===== src/rtl/traffic_density_classifier.sv =====
`default_nettype none
// ============================================================================
// Module   : traffic_density_classifier
// Purpose  : Counts vehicles per fixed window, classes traffic LOW/NORMAL/HIGH
//            and applies the class to the phase timers only at phase boundaries.
//            Hysteresis is compiled in with macro TRAFFIC_DENSITY_HYST_EN.
// Revision : 1.0
// ============================================================================
module traffic_density_classifier #(
    parameter int unsigned WINDOW_TICKS = 500_000_000,
    parameter int unsigned COUNT_W      = 8,
    parameter int unsigned LOW_MAX      = 3,
    parameter int unsigned HIGH_MIN     = 10,
    parameter int unsigned HYST         = 2
) (
    input  logic               clk,
    input  logic               reset_n,
    input  logic               car_pulse,
    input  logic               phase_boundary,
    output logic               low_mode,
    output logic               high_mode,
    output logic [COUNT_W-1:0] car_count,
    output logic               mode_change
);

    typedef enum logic [1:0] {
        ST_NORMAL = 2'd0,
        ST_LOW    = 2'd1,
        ST_HIGH   = 2'd2
    } state_t;

    localparam logic [31:0]        c_win_last  = 32'(WINDOW_TICKS - 1);
    localparam logic [COUNT_W-1:0] c_count_max = '1;
    localparam logic [31:0]        c_low_max   = 32'(LOW_MAX);
    localparam logic [31:0]        c_high_min  = 32'(HIGH_MIN);
`ifdef TRAFFIC_DENSITY_HYST_EN
    localparam logic [31:0]        c_low_keep  = 32'(LOW_MAX + HYST);
    localparam logic [31:0]        c_high_keep = 32'(HIGH_MIN - HYST);

    if (LOW_MAX + 2 * HYST >= HIGH_MIN) begin : g_hyst_band_check
        $error("traffic_density_classifier: LOW_MAX+HYST must be below HIGH_MIN-HYST");
    end
`else
    // Without hysteresis the keep-bands collapse onto the plain thresholds.
    localparam logic [31:0]        c_low_keep  = 32'(LOW_MAX + HYST * 0);
    localparam logic [31:0]        c_high_keep = 32'(HIGH_MIN);
`endif

    logic [31:0]        r_win;
    logic [COUNT_W-1:0] r_acc;
    state_t             r_state;
    state_t             r_pend;
    logic               r_pend_vld;

    logic               w_win_end;
    logic [COUNT_W-1:0] w_acc_next;
    logic [31:0]        w_close;
    state_t             w_prop;

    assign w_win_end  = (r_win == c_win_last);
    assign w_acc_next = (car_pulse && (r_acc != c_count_max)) ? r_acc + COUNT_W'(1) : r_acc;
    assign w_close    = 32'(w_acc_next);

    // Proposal is judged against the class active when the window closes.
    always_comb begin
        w_prop = ST_NORMAL;
        if ((r_state == ST_LOW) && (w_close <= c_low_keep)) begin
            w_prop = ST_LOW;
        end else if ((r_state == ST_HIGH) && (w_close >= c_high_keep)) begin
            w_prop = ST_HIGH;
        end else if (w_close <= c_low_max) begin
            w_prop = ST_LOW;
        end else if (w_close >= c_high_min) begin
            w_prop = ST_HIGH;
        end
    end

    always_ff @(posedge clk or negedge reset_n) begin
        if (!reset_n) begin
            r_win       <= '0;
            r_acc       <= '0;
            r_state     <= ST_NORMAL;
            r_pend      <= ST_NORMAL;
            r_pend_vld  <= 1'b0;
            low_mode    <= 1'b0;
            high_mode   <= 1'b0;
            car_count   <= '0;
            mode_change <= 1'b0;
        end else begin
            r_win       <= w_win_end ? '0 : r_win + 32'd1;
            mode_change <= 1'b0;

            if (w_win_end) begin
                car_count  <= w_acc_next;
                r_acc      <= '0;
                r_pend     <= w_prop;
                r_pend_vld <= 1'b1;
            end else begin
                r_acc <= w_acc_next;
            end

            // A coincident window end re-arms pending with the new proposal.
            if (phase_boundary && r_pend_vld) begin
                r_state     <= r_pend;
                low_mode    <= (r_pend == ST_LOW);
                high_mode   <= (r_pend == ST_HIGH);
                mode_change <= (r_pend != r_state);
                if (!w_win_end) begin
                    r_pend_vld <= 1'b0;
                end
            end
        end
    end

endmodule
`default_nettype wire


===== config.mk =====
export PLATFORM = sky130hd
export DESIGN_NAME = traffic_density_classifier
export DESIGN_NICKNAME = d
export VERILOG_FILES = /design/src/rtl/traffic_density_classifier.sv
export SDC_FILE = /design/constraint.sdc
export NUM_CORES = 1
export LEC_CHECK = 0
export ABC_AREA = 1
export BUFFER_PORTS_ARGS = -buffer_cell sky130_fd_sc_hd__buf_4
export CAP_MARGIN = 20
export CORE_UTILIZATION = 49
export CTS_CLUSTER_SIZE = 30
export DETAILED_ROUTE_END_ITERATION = 10
export PLACE_DENSITY_LB_ADDON = 0.1
export SETUP_SLACK_MARGIN = 0.1
export SYNTH_ARGS = -nofsm -noshare
export SYNTH_HDL_FRONTEND = slang
export SYNTH_SLANG_ARGS = --single-unit

===== constraint.sdc =====
create_clock -name clk -period 2.1 [get_ports clk]
set_input_delay 0.21 -clock clk [delete_from_list [all_inputs] [get_ports clk]]
set_output_delay 0.21 -clock clk [all_outputs]
set_load 0.01 [all_outputs]

## Word-level counts from Yosys, hierarchy flattened

Index checks and enable logic that the tools add are counted.

| operators by class | value |
|---|---|
| equality and inequality tests | 7 |
| $lt $le $gt $ge | 2 |
| add/sub/neg operators | 2 |
| reductions and logical operators | 4 |
| mux-type cells | 11 |

Operators by type and width:

| cell | count |
|---|---|
| adder 32 x 1 -> 32 bit (second input constant) | 1 |
| == test 32 x 29 -> 1 bit (second input constant) | 1 |
| 2-to-1 mux 32 bit | 1 |
| 2-to-1 mux 8 bit | 2 |
| adder 8 x 1 -> 8 bit (second input constant) | 1 |
| >= comparator 8 x 4 -> 1 bit (second input constant) | 1 |
| less-or-equal comparator 8 x 2 -> 1 bit (second input constant) | 1 |
| 2-to-1 mux 2 bit | 4 |
| != test 8 bit (second input constant) | 1 |
| == test 2 x 1 -> 1 bit (second input constant) | 2 |
| == test 2 bit (second input constant) | 2 |
| logical AND 1 bit | 4 |
| 2-to-1 mux 1 bit | 4 |
| != test 2 bit | 1 |

| word-level totals | value |
|---|---|
| bits of input ports | 4 |
| flip-flop bits (word level) | 56 |
| word-level logic and storage cells | 35 |
| output and inout port bits | 11 |

## Longest topological paths before layout

Gate-level depths: netlist of run 1.

| logic depth | value |
|---|---|
| depth after elaboration | 8 |
| depth in mapped cells | 12 |
| mapped depth without buffers | 12 |

## Least setup slack after synthesis of run 1

Ideal clock, no wire load.

| path | value |
|---|---|
| path kind | flip-flop to flip-flop |
| start | reg r_win[0] |
| end | reg r_acc[0] |
| cell stages (with the launch flop) | 9 |
| library setup time | 122 ps |
| period minus slack after synthesis | 1,526 ps |
| setup slack | 574 ps |
| buffers on the path | 2 |
| data arrival time | 1,404 ps |
| required time | 1,978 ps |
| cells stage by stage | dfrtp_1 > ha_1 > nand3_2 > nor2_2 > nand4_1 > nor2_2 > buf_4 > buf_6 > nor2_1 |

| on the way | value |
|---|---|
| word-level cells in the longest chain between the ends | 2 |

Ends and longest elaborated chain:

| what | RTL line | source |
|---|---|---|
| from (decl) | 49 | `logic [31:0] r_win;` |
| from (signal assigned) | 90 | `r_win <= w_win_end ? '0 : r_win + 32'd1;` |
| == test 32 x 29 -> 1 bit | 60 | `assign w_win_end = (r_win == c_win_last);` |
| 2-to-1 mux 8 bit | 93 | `if (w_win_end) begin` |
| to (signal assigned) | 99 | `r_acc <= w_acc_next;` |
| to (decl) | 50 | `logic [COUNT_W-1:0] r_acc;` |

No other way between the ends.
A chain may end at the register's enable or synchronous reset.

## Worst setup path in the final report of run 1

| path | value |
|---|---|
| start | reg r_win[0] |
| end | reg r_win[26] |

| on the way | value |
|---|---|
| word-level cells in the longest chain between the ends | 2 |
| elaborated cells between the ends (all ways) | 3 |

Ends and longest elaborated chain:

| what | RTL line |
|---|---|
| adder 32 x 1 -> 32 bit / == test 32 x 29 -> 1 bit (equally long branches) | 90, 60 |
| 2-to-1 mux 32 bit * | 90 |

Every way passes the cells marked *; elsewhere a longest branch is shown, timed or not.

==> metrics.md, run 1 <==
| Metric | Value |
|---|---|
| Die ar. | 0.00642 sq mm |
| Tmin final | ~1.8 ns |
| Mapped Avg Cell Area | a little under 8 sq um |
| Worst EP required | approximately 2.3 ns |
| Synth Cell Area | ~0.003 sq mm |
| Register area share after synthesis | 0.468 |
| Hpwl dp | around 5000 um |
| Synth unique cells | 27 |
| Reg2reg path depth | 7 |
| Setup TNS | 0 ns |
| Power Density | around 700 mW/mm^2 |
| Critical path type | reg -> reg |
| Initial Utilization | 0.505 |
| Max Slew Vio Count | 0 |
| Vias | ~2,400 |
| Status | complete, no violations |
| TritonCTS clock tree | yes |
| Critical path arrival | 1.98 ns |
| Pleak | 1.55 nW |
| Ports | 15 |
| Yosys reg bits | 56 |
| Hold Fails Final Rpt | 0 |
| Largest net degree at the start of global routing | 57 |
| # nets final | between 400 and 500 |
| Critical path launch point type | flop |
| Worst slew pin tran | a little under 0.7 ns |
| CP max FO | 9 |
| Detail Route Antenna Nets | 0 |
| Detailed Route Iter0 Violations | a little under 200 |
| Max clock buf depth | 2 |
| Yosys warnings | 0 |
| Die width | between 80 and 90 um |
| DR vias/cell | 5.01 |
| # diodes | 0 |
| Routability congestion estimate | approximately 0.94 |
| Hold depth | 2 |
| Clock-pin slew on the worst setup and hold paths | approximately 0.11 ns |
| Rows | 28 |
| Die height | ~80 um |
| CP Capture Type | flop |
| GR Overflow Total | 0 |
| Final period util | 0.853 |
| Mapped Cells | about 380 |
| Core Box Area | 0.00592 sq mm |
| TritonCTS Buffers | 5 |
| Setup violations, final | 0 |
| Syn nets | 383 |
| Post-CTS Setup Inserts | 0 |
| Worst Skew | 0.0143 ns |
| Max IR drop VDD | about 0.54 mV |
| DRC Markers | 0 |
| RSZ-0062 raised after global routing | no |
| WL final | around 6500 um |
| First-pass GRT wire length | 10,800 um |
| Clk sinks | between 50 and 60 |
| Antenna violations before repair | 0 |
| Routed wire per std cell | about 14 um |
| Type of the worst min-delay path | in -> reg |
| Synthesis-to-finish area growth | 9.53% |
| Fmax | ~560 MHz |
| Max_cap viols | 0 |
| Vias in the first global route | roughly 2,200 |
| Clock latency on the worst-skew pair | about 0.32 ns |
| Htree depth | 2 |
| Slew headroom | 0.542 |
| Share of layout cells above drive strength 1 | 0.111 |
| Clk root buf | clkbuf_8 |
| PortBufs | 14 |
| Post-route worst hold slack | ~0.065 ns |
| GR Util All Layers | 0.221 |
| Pre-Repair DR Iteration Count | 4 |
[power by group]
group / total [W] / internal, W / leakage [nW] / switching, W
Sequential: 0.00123 / 0.00116 / 0.689 / 0.0000747
Combinational: 0.000440 / 0.000149 / 0.821 / 0.000291
Clock: 0.000620 / 0.000244 / 0.0452 / 0.000376
Total: 0.00229 / 0.00155 / 1.55 / 0.000742
[state kept, by name (all words and copies together), names as in the netlist]
name / flops
r_win: 32
mode_change: 1
low_mode: 1
r_pend: 2
r_pend_vld: 1
r_acc: 8
r_state: 2
car_count: 8
high_mode: 1
[layout by cell type, fill, tap and decap left out]
cell type,instances
xor2_1,22
nor4_1,2
o21ai_2,5
nand2_1,93
nand4_1,15
nor3_1,30
nand3_2,2
o21ai_0,5
buf_4,18
and3_1,1
nor2_2,4
a21oi_1,1
xnor2_1,6
inv_1,53
clkbuf_8,5
nand2_2,2
dfrtp_1,56
nand3_1,15
nand4_2,1
inv_2,1
ha_1,2
a31oi_1,1
nor3b_1,3
clkinvlp_4,1
nor3_2,3
o21ai_1,1
nor2_1,47
inv_6,2
dlygate4sd3_1,1
[cell type report]
| type | count | area [sq um] |
|---|---|---|
| clock inverters | 3 | 25.0 |
| inverters | 54 | 203 |
| multi-input cells | 261 | 1340 |
| well taps | 75 | 93.8 |
| repair buffers | 19 | 145 |
| flip-flops and latches | 56 | 1400 |
| fillers | 567 | 2640 |
| clock buffers | 5 | 68.8 |
[cells by family (layout without fill, tap and decap cells)]
| logic type | Yosys count | after routing | synth area share |
|---|---|---|---|
| xor gates and xnor gates | 28 | 28 | 0.0819 |
| and+or+nand+nor | 218 | 218 | 0.329 |
| AOI/OAI and AO/OA | 13 | 13 | 0.0284 |
| adders and majority gates | 2 | 2 | 0.00836 |
| buffers and inverters | 60 | 81 | 0.0836 |
| DFF | 56 | 56 | 0.468 |
[metal layers]
layer  track usage  up-vias  wire length [um]  part of all wire
met5             0        -                 0                 0
met4        0.0643        0               110             0.017
met3        0.0364        9               280             0.043
met2         0.344       53              2860              0.44
met1         0.315     1081              3210              0.50
li1              -     1229                 -                 -
[path summary, 6_finish.rpt]
check | startpoint | end | slack [ns]
worst max-delay path | r_win[0]$_DFF_PN0_ | r_win[26]$_DFF_PN0_ | 0.31
worst min-delay path | phase_boundary | r_pend_vld$_DFF_PN0_ | 0.06
worst max register to register | r_win[0]$_DFF_PN0_ | r_win[26]$_DFF_PN0_ | 0.31
worst min register to register | car_count[7]$_DFFE_PN0N_ | car_count[7]$_DFFE_PN0N_ | 0.50
max in group asynchronous | reset_n | r_win[20]$_DFF_PN0_ | 1.17
min in group asynchronous | reset_n | r_state[0]$_DFFE_PN0P_ | 0.45
[cell usage after synthesis]
| master | n | area (sq um) |
|---|---|---|
| nor2_1 | 47 | 176 |
| nand3_1 | 15 | 75.1 |
| dfrtp_1 | 56 | 1400 |
| nor3_1 | 30 | 150 |
| xor2_1 | 22 | 193 |
| a31oi_1 | 1 | 6.26 |
| buf_4 | 2 | 15.0 |
| nand4_1 | 15 | 93.8 |
| inv_1 | 53 | 199 |
| nor3b_1 | 3 | 22.5 |
| ha_1 | 2 | 25.0 |
| nand2_2 | 2 | 12.5 |
| o21ai_2 | 5 | 43.8 |
| nor3_2 | 3 | 30.0 |
| nand2_1 | 93 | 349 |
| o21ai_0 | 5 | 25.0 |
| nor2_2 | 4 | 25.0 |
| xnor2_1 | 6 | 52.6 |
| a21oi_1 | 1 | 5.00 |
| buf_2 | 2 | 10.0 |
| nand4_2 | 1 | 12.5 |
| nand3_2 | 2 | 20.0 |
| buf_6 | 2 | 22.5 |
| nor4_1 | 2 | 12.5 |
| o21ai_1 | 1 | 5.00 |
| and3_1 | 1 | 6.26 |
| inv_2 | 1 | 3.75 |
[what timing repair did]
item | in CTS | in global routing
resized for setup | 0 | 0
hold buffers | 1 | 0
endpoints found under the hold margin | 56 | 0
[critical path: stages, from the launching register on]
cell     delay [ns]
dfrtp_1        0.43
ha_1           0.26
nand3_2        0.15
inv_1          0.08
nand2_1        0.10
nor3_1         0.14
and3_1         0.41
nor2_1         0.10
[metrics by stage]
step | power, W | setup WS, ns | utilization | instance area (sq um) | std cells
after floorplan | 0.00155 | 0.574 | - | 2990 | 377
after global placement | 0.00169 | 0.416 | 0.536 | 3170 | 464
after detailed placement | 0.00169 | 0.370 | 0.536 | 3170 | 464
after CTS | 0.00231 | 0.335 | 0.554 | 3280 | 473
after global routing | 0.00242 | 0.104 | 0.554 | 3280 | 473
final | 0.00229 | 0.309 | 0.554 | 3280 | 473
(Power assumes the default switching activity.)
==> inputs of run 2 (changes only) <==
CORE_MARGIN = 2   (was default)
CTS_CLUSTER_DIAMETER = 120   (was default)
REMOVE_ABC_BUFFERS = 1   (was default)
==> metrics.md, run 2 (synthesis gave the netlist of run 1 again) <==
| Metric | Value |
|---|---|
| Status | complete, no violations (unchanged) |
| Clk sinks | 56 (unchanged) |
| Initial Utilization | 0.505 (unchanged) |
| WL final | 6320 um (was 6450 um) |
| Slew headroom | 0.545 (was 0.542) |
| Slowest CP cell | dfrtp_1 (unchanged) |
| Most frequent cells in the layout | nand2_1, dfrtp_1, inv_1 (unchanged) |
| GR Util All Layers | 0.200 (was 0.221) |
| Setup violations, final | 0 (unchanged) |
| P_sw | 0.000703 W (was 0.000742 W) |
| Clock-pin slew on the worst setup and hold paths | 0.10 ns (was 0.11 ns) |
| Hpwl dp | 4780 um (was 4970 um) |
| Worst slew pin tran | 0.682 ns (was 0.687 ns) |
| Vias | 2,459 (was 2,372) |
| Most common cell after layout, fill and taps aside | nand2_1 (unchanged) |
| Largest net degree at the start of global routing | 57 (unchanged) |
| Routed wire per std cell | 13.3 um (was 13.6 um) |
| Critical path arrival | 2.01 ns (was 1.98 ns) |
| Die ar. | 0.00675 sq mm (was 0.00642 sq mm) |
| Setup TNS | 0 ns (unchanged) |
| Clock power share | 0.269 (was 0.270) |
| PortBufs | 14 (unchanged) |
| Vias in the first global route | 2,118 (was 2,233) |
| # diodes | 0 (unchanged) |
| Net Sw Frac | 0.314 (was 0.324) |
| Detailed Route Iter0 Violations | 118 (was 193) |
| TritonCTS Buffers | 5 (unchanged) |
| First-pass GRT wire length | 10,200 um (was 10,800 um) |
| Die height | 82.2 um (was 80.2 um) |
| Critical path launch point type | flop (unchanged) |
| Fmax | 552 MHz (was 558 MHz) |
| Antenna violations before repair | 0 (unchanged) |
| Clock latency on the worst-skew pair | 0.31 ns (was 0.32 ns) |
| Crit path cell chain | ha_1, nand3_2, nor2_2, nand4_1, nor2_4, inv_2, nand2_1, o21ai_0 (was ha_1, nand3_2, inv_1, nand2_1, nor3_1, and3_1, nor2_1) |
| DR vias/cell | 5.18 (was 5.01) |
| Clk root buf | clkbuf_8 (unchanged) |
| Final WS setup | 0.290 ns (was 0.309 ns) |
| Max_cap viols | 0 (unchanged) |
| Htree depth | 2 (unchanged) |
| Biggest register | r_win (unchanged) |
| # nets final | 405 (was 403) |
| Critical path type | reg -> reg (unchanged) |
| Max incr delay on CP | 0.42 ns (was 0.43 ns) |
| Ports | 15 (unchanged) |
| Final period util | 0.862 (was 0.853) |
| Max Slew Vio Count | 0 (unchanged) |
| Final core utilization | 0.557 (was 0.554) |
| Synthesis-to-finish area growth | 10.1% (was 9.53%) |
| Pre-CTS setup slack | 0.182 ns (was 0.370 ns) |
| Worst EP required | 2.30 ns (was 2.29 ns) |
| Hold Fails Final Rpt | 0 (unchanged) |
| Max clock buf depth | 2 (unchanged) |
| Largest register FFs | 32 (unchanged) |
| RSZ-0062 raised after global routing | no (unchanged) |
| Rows | 28 (unchanged) |
| Share of layout cells above drive strength 1 | 0.115 (was 0.111) |
| Power Density | 679 mW/mm^2 (was 699 mW/mm^2) |
| Comb power frac | 0.183 (was 0.192) |
| Detail Route Antenna Nets | 0 (unchanged) |
| Worst Skew | 0.00917 ns (was 0.0143 ns) |
| Max IR drop VDD | 0.372 mV (was 0.542 mV) |
| Routability congestion estimate | 0.981 (was 0.941) |
| Die width | 82.2 um (was 80.2 um) |
| Flop pwr share | 0.548 (was 0.538) |
| Core Box Area | 0.00592 sq mm (unchanged) |
| DRC Markers | 0 (unchanged) |
| Tmin final | 1.81 ns (was 1.79 ns) |
| Pleak | 1.57 nW (was 1.55 nW) |
| Int Pwr | 0.00153 W (was 0.00155 W) |
| GR Overflow Total | 0 (unchanged) |
| CP max FO | 19 (was 9) |
| TritonCTS clock tree | yes (unchanged) |
| CP Capture Type | flop (unchanged) |
| Type of the worst min-delay path | in -> reg (unchanged) |
| Biggest regs | r_win (32), car_count (8), r_acc (8) (unchanged) |
| Pre-Repair DR Iteration Count | 5 (was 4) |
[run 2: timing repair]
item	in CTS	in global routing
hold endpoints to repair	56	0
gates resized for setup	0	1
hold buffers	1	0
setup buffers	0	4
setup endpoints to repair	0	11
[run 2: final cells by class]
type	count	area (sq um)
Tap cell	75	93.8
Clock buffer	5	68.8
Sequential cell	56	1400
Inverter	54	203
Multi-Input combinational cell	261	1350
Fill cell	552	2630
Timing Repair Buffer	21	160
Clock inverter	3	22.5
[run 2: power by group through the flow]
stage | Sequential [W] | Clock, W | Combinational, W
after detailed placement | 0.00125 | 0 | 0.000413
after CTS | 0.00123 | 0.000636 | 0.000416
final | 0.00123 | 0.000601 | 0.000409
after global routing | 0.00124 | 0.000677 | 0.000471
after floorplan | 0.00123 | 0 | 0.000318
after global placement | 0.00125 | 0 | 0.000406
[run 2: layer usage]
layer | part of all wire | global-route usage
met1 | 0.49 | 0.287
met2 | 0.45 | 0.313
met3 | 0.048 | 0.0359
met4 | 0.011 | 0.0500
met5 | 0 | 0
[run 2: worst paths after layout]
path / slack, ns / cells after the start / end / startpoint
hold reg to reg: 0.49 / 2 / car_count[2]$_DFFE_PN0N_ / car_count[2]$_DFFE_PN0N_
max in group asynchronous: 1.17 / 2 / r_win[10]$_DFF_PN0_ / reset_n
setup / recovery: 0.29 / 8 / car_count[7]$_DFFE_PN0N_ / r_win[0]$_DFF_PN0_
hold / removal: 0.07 / 2 / r_pend_vld$_DFF_PN0_ / phase_boundary
setup reg to reg: 0.29 / 8 / car_count[7]$_DFFE_PN0N_ / r_win[0]$_DFF_PN0_
min in group asynchronous: 0.47 / 2 / r_acc[6]$_DFF_PN0_ / reset_n
[run 2: per-stage QoR]
| step | cell area (sq um) | hold slack [ns] | total power [W] | std cells |
|---|---|---|---|---|
| floorplan | 2950 | -0.0856 | 0.00155 | 371 |
| global placement | 3160 | 0.304 | 0.00165 | 462 |
| detailed placement | 3160 | 0.309 | 0.00166 | 462 |
| CTS | 3260 | 0.0616 | 0.00228 | 471 |
| global route | 3300 | 0.0532 | 0.00239 | 475 |
| finish | 3300 | 0.0745 | 0.00224 | 475 |
[run 2: worst max-delay path, delay by kind of cell (launching register included)]
kind | cells | cell delay, ns
compound gates | 1 | 0.07
fa+ha+maj | 1 | 0.25
buf+inv | 1 | 0.19
flops | 1 | 0.42
simple gates | 5 | 0.78
